## src/rtl/serial_subtractor_with_loader_pkg.sv

```systemverilog
// Shared types and constants for the bit-serial subtractor.
package serial_subtractor_with_loader_pkg;

  localparam int SIZE_DEFAULT = 16;

  typedef enum logic [1:0] {
    IDLE = 2'd0,
    RUN  = 2'd1,
    DONE = 2'd2
  } state_t;

  // One extra bit so the counter can reach size without wrapping.
  function automatic int cnt_w(input int n);
    return $clog2(n) + 1;
  endfunction

endpackage

```

## src/rtl/serial_subtractor_with_loader_if.sv

```systemverilog
// Load/control/result bundle between a driver and the serial subtractor.
interface serial_subtractor_with_loader_if #(parameter int size = 16);
  logic [size-1:0] in;
  logic            ld_sel;
  logic            ld;
  logic            start;
  logic            en;
  logic            bin;
  logic            busy;
  logic            done;
  logic [size-1:0] diff;
  logic            bout;

  modport master (output in, ld_sel, ld, start, en, bin,
                  input  busy, done, diff, bout);
  modport slave  (input  in, ld_sel, ld, start, en, bin,
                  output busy, done, diff, bout);
endinterface

```

## src/rtl/serial_subtractor_with_loader_bit.sv

```systemverilog
// One-bit full subtractor: d = a - b - bi, with borrow out.
module full_subtractor_bit (
  input  logic a,
  input  logic b,
  input  logic bi,
  output logic d,
  output logic bo
);
  assign d  = a ^ b ^ bi;
  assign bo = (~a & b) | (~(a ^ b) & bi);
endmodule

```

## src/rtl/serial_subtractor_with_loader.sv

```systemverilog
// Bit-serial A - B - bin, LSB first, one bit per enabled cycle.
module serial_subtractor_with_loader
  import serial_subtractor_with_loader_pkg::*;
#(
  parameter int size = SIZE_DEFAULT
) (
  input logic clk,
  input logic rst,
  serial_subtractor_with_loader_if.slave bus
);
  localparam int CW = cnt_w(size);
  localparam logic [CW-1:0] LAST = CW'(size - 1);

  state_t          state;
  logic [size-1:0] a_reg, b_reg, a_sh, b_sh, diff_r;
  logic [CW-1:0]   cnt;
  logic            br, bout_r, busy_r, done_r;
  logic            d, bo;

  full_subtractor_bit u_bit (
    .a  (a_sh[0]),
    .b  (b_sh[0]),
    .bi (br),
    .d  (d),
    .bo (bo)
  );

  always_ff @(posedge clk) begin
    if (rst) begin
      state  <= IDLE;
      a_reg  <= '0;
      b_reg  <= '0;
      a_sh   <= '0;
      b_sh   <= '0;
      diff_r <= '0;
      cnt    <= '0;
      br     <= 1'b0;
      bout_r <= 1'b0;
      busy_r <= 1'b0;
      done_r <= 1'b0;
    end else begin
      case (state)
        IDLE: begin
          done_r <= 1'b0;
          // start wins over ld so the operands used are the pre-edge ones
          if (bus.start) begin
            br     <= bus.bin;
            cnt    <= '0;
            a_sh   <= a_reg;
            b_sh   <= b_reg;
            busy_r <= 1'b1;
            state  <= RUN;
          end else if (bus.ld) begin
            if (bus.ld_sel) b_reg <= bus.in;
            else            a_reg <= bus.in;
          end
        end
        RUN: begin
          if (bus.en) begin
            a_sh   <= a_sh >> 1;
            b_sh   <= b_sh >> 1;
            diff_r <= {d, diff_r[size-1:1]};
            br     <= bo;
            cnt    <= cnt + 1'b1;
            if (cnt == LAST) begin
              bout_r <= bo;
              busy_r <= 1'b0;
              done_r <= 1'b1;
              state  <= DONE;
            end
          end
        end
        DONE: begin
          done_r <= 1'b0;
          state  <= IDLE;
        end
        default: begin
          busy_r <= 1'b0;
          done_r <= 1'b0;
          state  <= IDLE;
        end
      endcase
    end
  end

  assign bus.busy = busy_r;
  assign bus.done = done_r;
  assign bus.diff = diff_r;
  assign bus.bout = bout_r;

endmodule

```

## src/flat_wrapper.sv

```systemverilog
// flat-port wrapper written by rule: the top's interface ports become plain ports
module serial_subtractor_with_loader_flat import serial_subtractor_with_loader_pkg::*;
#(
  parameter int size = SIZE_DEFAULT
)
  (clk, rst, bus_in, bus_ld_sel, bus_ld, bus_start, bus_en, bus_bin, bus_busy, bus_done, bus_diff, bus_bout);
  serial_subtractor_with_loader_if #(.size(size)) bus_i ();
  input logic clk;
  input logic rst;
  input wire logic [$bits(bus_i.in)-1:0] bus_in;
  input wire logic [$bits(bus_i.ld_sel)-1:0] bus_ld_sel;
  input wire logic [$bits(bus_i.ld)-1:0] bus_ld;
  input wire logic [$bits(bus_i.start)-1:0] bus_start;
  input wire logic [$bits(bus_i.en)-1:0] bus_en;
  input wire logic [$bits(bus_i.bin)-1:0] bus_bin;
  output wire logic [$bits(bus_i.busy)-1:0] bus_busy;
  output wire logic [$bits(bus_i.done)-1:0] bus_done;
  output wire logic [$bits(bus_i.diff)-1:0] bus_diff;
  output wire logic [$bits(bus_i.bout)-1:0] bus_bout;
  assign bus_i.in = bus_in;
  assign bus_i.ld_sel = bus_ld_sel;
  assign bus_i.ld = bus_ld;
  assign bus_i.start = bus_start;
  assign bus_i.en = bus_en;
  assign bus_i.bin = bus_bin;
  assign bus_busy = bus_i.busy;
  assign bus_done = bus_i.done;
  assign bus_diff = bus_i.diff;
  assign bus_bout = bus_i.bout;
  serial_subtractor_with_loader #(.size(size)) u_core (.clk(clk), .rst(rst), .bus(bus_i));
endmodule
```

## config.mk

```make
export PLATFORM = sky130hd
export DESIGN_NAME = serial_subtractor_with_loader_flat
export DESIGN_NICKNAME = d
export VERILOG_FILES = /design/src/rtl/serial_subtractor_with_loader_pkg.sv /design/src/rtl/serial_subtractor_with_loader_if.sv /design/src/rtl/serial_subtractor_with_loader_bit.sv /design/src/rtl/serial_subtractor_with_loader.sv /design/src/flat_wrapper.sv
export SDC_FILE = /design/constraint.sdc
export NUM_CORES = 1
export LEC_CHECK = 0
export ABC_AREA = 1
export BUFFER_PORTS_ARGS = -buffer_cell sky130_fd_sc_hd__buf_2
export CAP_MARGIN = 10
export CORE_MARGIN = 8
export CORE_UTILIZATION = 50
export CTS_CLUSTER_SIZE = 20
export DETAILED_ROUTE_END_ITERATION = 7
export PLACE_DENSITY = 0.74
export SLEW_MARGIN = 20
export SYNTH_ARGS = -nofsm -noshare
export SYNTH_HDL_FRONTEND = slang
export SYNTH_SLANG_ARGS = --single-unit
export TNS_END_PERCENT = 100
```

## constraint.sdc

```tcl
create_clock -name clk -period 4 [get_ports clk]
set_input_delay 0.2 -clock clk [delete_from_list [all_inputs] [get_ports clk]]
set_output_delay 0.2 -clock clk [all_outputs]
set_load 0.02 [all_outputs]
```

==> impl_metrics.toml, run 1 <==
[worst_hold_path]
hold_class = "primary input to flop"
worstHoldStart = "bus_in[12]"

[finish]
diodes = 0
fill_cells = 704
multiInputGateArea_um2 = 1664
design_area_um2 = 4128
fin_util = 0.5691
drive_above_1_share = 0.1245
seq_area_um2 = 1822
num-nets-final = 575
syn_to_final_growth_pct = 10.52

[routing]
viasPerCell = 5.066
ant_nets = 0
drcViolationCount = 0
drt-initial-drc-count = 165
wire_per_inst_um = 13.13
vias = 3308
drt-pass1-iter-count = 4
postRouteWirelength_um = 8571

[worst_setup_path]
reg2reg_from = "u_core.state[1]"
r2r_setup_slack_ps = 1990
required_ps = 4250
critPathMaxFanout = 38
critPathKind = "flop to flop"
worstSetupStartpointType = "flop"
critPathCaptureType = "flop"
critPathArrivalTime_ps = 2260
crit_start = "u_core.state[1]"

[place]
port_buffers = 41
gp_congestion = 0.7971
placed_area_um2 = 3919
dpl.hpwl_um = 5524

[synthesis]
syn_area_um2 = 3735
avgSynthCellArea_um2 = 7.128
synth_top_area_frac = 0.4878
ys_seq_area_frac = 0.4878
ys_types = 25
synthCells = 524
yosys.area.top_type = "dfxtp_1"
ys_seq_elements = 91
yosys_warnings = 0
synth_area_leaders = "dfxtp_1 (49%), nand2_1 (15%), nor2_1 (11%), a21oi_1 (4.4%), o21ai_0 (4.3%)"
syn_nets = 550

[run]
cap_violations = 0

[timing]
holdWs_ps = 93.06
slew_headroom = 0.3735
finalSetupViolations = 0
period_share = 0.5021
rsz0062_at_grt = "false"
finalHoldViolations = 0
slew_viol_final = 0
fmax_mhz = 497.9
tns_ps = 0
skew_ps = 7.363
fin_crit_ps = 2008
worst_pin_slew_ps = 938.7

[global_route]
grt_pass1_wl_um = 14330
antenna_found_initial = 0
grt_pass1_vias = 3028
overflow = 0
grt_use_total = 0.1712
grt_max_degree = 39

[cts]
clkSlewWorstSetupHoldPaths_ps = 80
cts.sinks = 91
cts_tree = "done"
cts_resized = 0
cts.path.max_buffers = 2
cts_htree_levels = 3
cts_root_buf = "clkbuf_8"
cts_buffers = 9
postCtsSetupBuffers = 0
hold_buffers = 0
insertion_delay_ps = 350

[die]
dieArea_um2 = 10490
die_y_um = 102.4
ios = 42
start_util = 0.5149
fp.dieW_um = 102.4
row_count = 31
core_area_um2 = 7253

[power]
ir_drop_mv = 0.2285
finalPower_uw = 1894
p_leak_uw = 0.001809
p_per_area_nw_per_um2 = 458.9

[run_status]
status = "finished clean"
## power breakdown
| part | leakage [µW] | internal (µW) | total, µW | switching (µW) |
|---|---|---|---|---|
| combinational | 0.000963 | 74.9 | 243 | 168 |
| sequential | 0.000743 | 960 | 990 | 29.7 |
| clock | 0.000103 | 351 | 661 | 310 |
## metrics by stage
step | worst slack (ps) | instances
after floorplan | 2672 | 524
after global placement | 2067 | 637
after detailed placement | 2018 | 637
after CTS | 2001 | 653
after global routing | 1833 | 653
final | 1992 | 653
## Yosys cell counts
| library cell | instances |
|---|---|
| a21oi_1 | 33 |
| a22oi_1 | 1 |
| and3_1 | 1 |
| buf_2 | 14 |
| buf_4 | 2 |
| buf_6 | 5 |
| clkbuf_1 | 11 |
| clkinv_1 | 1 |
| dfxtp_1 | 91 |
| fa_1 | 1 |
| ha_1 | 2 |
| inv_1 | 13 |
| inv_2 | 2 |
| inv_4 | 1 |
| nand2_1 | 151 |
| nand2_2 | 1 |
| nand3_1 | 5 |
| nand3_2 | 2 |
| nand4_1 | 14 |
| nor2_1 | 112 |
| nor2_2 | 2 |
| nor2_4 | 1 |
| nor3_1 | 1 |
| o21ai_0 | 32 |
| o21ai_1 | 25 |
## critical path, cell delays in order (launching register included)
cell and delay, ps:
dfxtp_1 360, nor2_4 400, nand2_2 170, nand2_1 90, buf_4 380, inv_4 250
nor2_1 180, nor2_1 70
## cell families (layout without fill, tap and decap cells)
group / after synthesis / after routing / share of synthesized area
fa+ha+maj: 3 / 3 / 0.01206
compound gates: 91 / 91 / 0.1226
simple gates: 290 / 290 / 0.3109
flops: 91 / 91 / 0.4878
buf+inv: 49 / 79 / 0.06667
## placed cells by master, fill, tap and decap left out, drive strengths merged, types with 2 or more instances in the layout
master and instances:
clkbuf 11, ha 2, nand4 14, a21oi 33
buf 46, o21ai 57, nand3 7, bufinv 2
clkinv 3, nand2 152, nor2 115, dfxtp 91
inv 16
## cell type report
cell class,count,area share
clock buffer,11,0.03183
clock inverter,5,0.01879
inverter,17,0.01607
multi-input combinational,384,0.4032
sequential,91,0.4413
tap,99,0.03001
timing repair buffer,46,0.05881
## worst paths after layout
check / to / cells past startpoint
setup / recovery: u_core.b_sh[3] / 7
hold / removal: u_core.a_reg[12] / 3
setup reg to reg: u_core.b_sh[3] / 7
hold reg to reg: u_core.a_reg[4] / 2
## layer usage
layer / GRT usage / routed length (µm) / up-vias
met4: 0.07111 / 124 / 0
met5: 0 / 0 / -
met2: 0.2832 / 4020 / 55
met3: 0.03134 / 345 / 10
li1: - / - / 1716
met1: 0.2131 / 4080 / 1527
(Power assumes the default switching activity.)
==> inputs of run 2 (changes only) <==
==> constraint.sdc (replaced) <==
create_clock -name clk -period 1.9 [get_ports clk]
set_input_delay 0.095 -clock clk [delete_from_list [all_inputs] [get_ports clk]]
set_output_delay 0.095 -clock clk [all_outputs]
set_load 0.02 [all_outputs]
==> impl_metrics.toml, run 2 (synthesis results as in run 1) <==
[run_status]
status = "finished clean"

[finish]
fin_util = 0.5801
final_common_cell = "nand2_1"
design_area_um2 = 4208
syn_to_final_growth_pct = 12.66
num-nets-final = 584
fill_cells = 707
drive_above_1_share = 0.1352
multiInputGateArea_um2 = 1664
final_cell_mix = "nand2_1 (151), nor2_1 (112), dfxtp_1 (91)"
diodes = 0
seq_area_um2 = 1822

[die]
row_count = 31
ios = 42
dieArea_um2 = 10490
start_util = 0.5149
core_area_um2 = 7253
fp.dieW_um = 102.4
die_y_um = 102.4

[worst_setup_path]
worstSetupStartpointType = "flop"
reg2reg_from = "u_core.cnt[0]"
critPathCaptureType = "flop"
r2r_setup_slack_ps = 400
crit_start = "u_core.cnt[0]"
critPathArrivalTime_ps = 1740
reg2reg_depth = 7
critPathKind = "flop to flop"
crit_end = "u_core.bus.bout"
critPathMaxFanout = 4
required_ps = 2140
regToRegEndpoint = "u_core.bus.bout"

[routing]
ant_nets = 0
wire_per_inst_um = 12.96
postRouteWirelength_um = 8567
drcViolationCount = 0
drt-initial-drc-count = 207
viasPerCell = 5.113
vias = 3380
drt-pass1-iter-count = 5

[timing]
finalHoldViolations = 0
slew_viol_final = 0
finalSetupViolations = 0
fin_crit_ps = 1497
tns_ps = 0
worst_pin_slew_ps = 419.0
period_share = 0.7880
skew_ps = 10.54
worst_slack_ps = 402.8
fmax_mhz = 667.9
rsz0062_at_grt = "false"
slew_headroom = 0.7189

[global_route]
grt_max_degree = 36
antenna_found_initial = 0
overflow = 0
grt_pass1_wl_um = 14660
grt_use_total = 0.1738
grt_pass1_vias = 3153

[power]
p_per_area_nw_per_um2 = 962.3
ir_drop_mv = 0.6016
p_leak_uw = 0.001849

[place]
pre_cts_ws_ps = 412.8
placed_area_um2 = 3971
gp_congestion = 0.8348
dpl.hpwl_um = 5597
port_buffers = 41

[cts]
insertion_delay_ps = 360
cts_htree_levels = 3
cts_root_buf = "clkbuf_8"
clkSlewWorstSetupHoldPaths_ps = 90
cts_tree = "done"
cts.path.max_buffers = 2
cts.sinks = 91
cts_buffers = 9

[worst_hold_path]
hold_class = "primary input to flop"

[run]
cap_violations = 0
[run 2: report_power, final]
| group | internal (µW) | switching [µW] |
|---|---|---|
| combinational | 175 | 353 |
| clock | 770 | 666 |
| sequential | 2020 | 63.9 |
| total | 2970 | 1080 |
[run 2: how the worst min path moves through the flow]
stage | end | startpoint | cells after the start
floorplan | u_core.a_reg[12] | bus_in[12] | 2
global placement | u_core.a_reg[15] | bus_in[15] | 3
detailed placement | u_core.a_reg[15] | bus_in[15] | 3
CTS | u_core.b_reg[3] | bus_in[3] | 3
global route | u_core.b_reg[7] | bus_in[7] | 3
finish | u_core.b_reg[3] | bus_in[3] | 3
[run 2: worst max-delay path, stage by stage, from the launching register on]
cell and delay, ps:
dfxtp_1 340, ha_1 240, and3_1 190, ha_1 180, nand2_1 150, nor2_1 80, o21ai_0 160, nor2_1 50
[run 2: repair_timing]
item	in CTS	in global routing
hold buffers	2	0
resized for setup	0	0
endpoints found under the hold margin	2	0
buffers inserted	0	0
[run 2: cell type report]
class | count | area share
repair buffers | 55 | 0.07493
flip-flops and latches | 91 | 0.4329
multi-input cells | 384 | 0.3955
clock inverters | 4 | 0.01784
clock buffers | 11 | 0.03360
well taps | 99 | 0.02944
inverters | 17 | 0.01576
[run 2: per-layer routing]
metal | wire (µm) | global-route usage | part of all wire | vias to the layer above
li1 | - | - | - | 1743
met1 | 3943 | 0.2147 | 0.46 | 1543
met2 | 4056 | 0.2892 | 0.47 | 86
met3 | 482 | 0.04087 | 0.056 | 8
met4 | 84 | 0.05756 | 0.0098 | 0
met5 | 0 | 0 | 0 | -
[run 2: per-stage QoR]
step	hold WS [ps]	total power [µW]	cells
finish	8.409	4049	661
global route	17.59	4231	661
floorplan	229.9	2523	524
detailed placement	341.4	2651	644
global placement	331.9	2636	644
CTS	4.038	4078	661
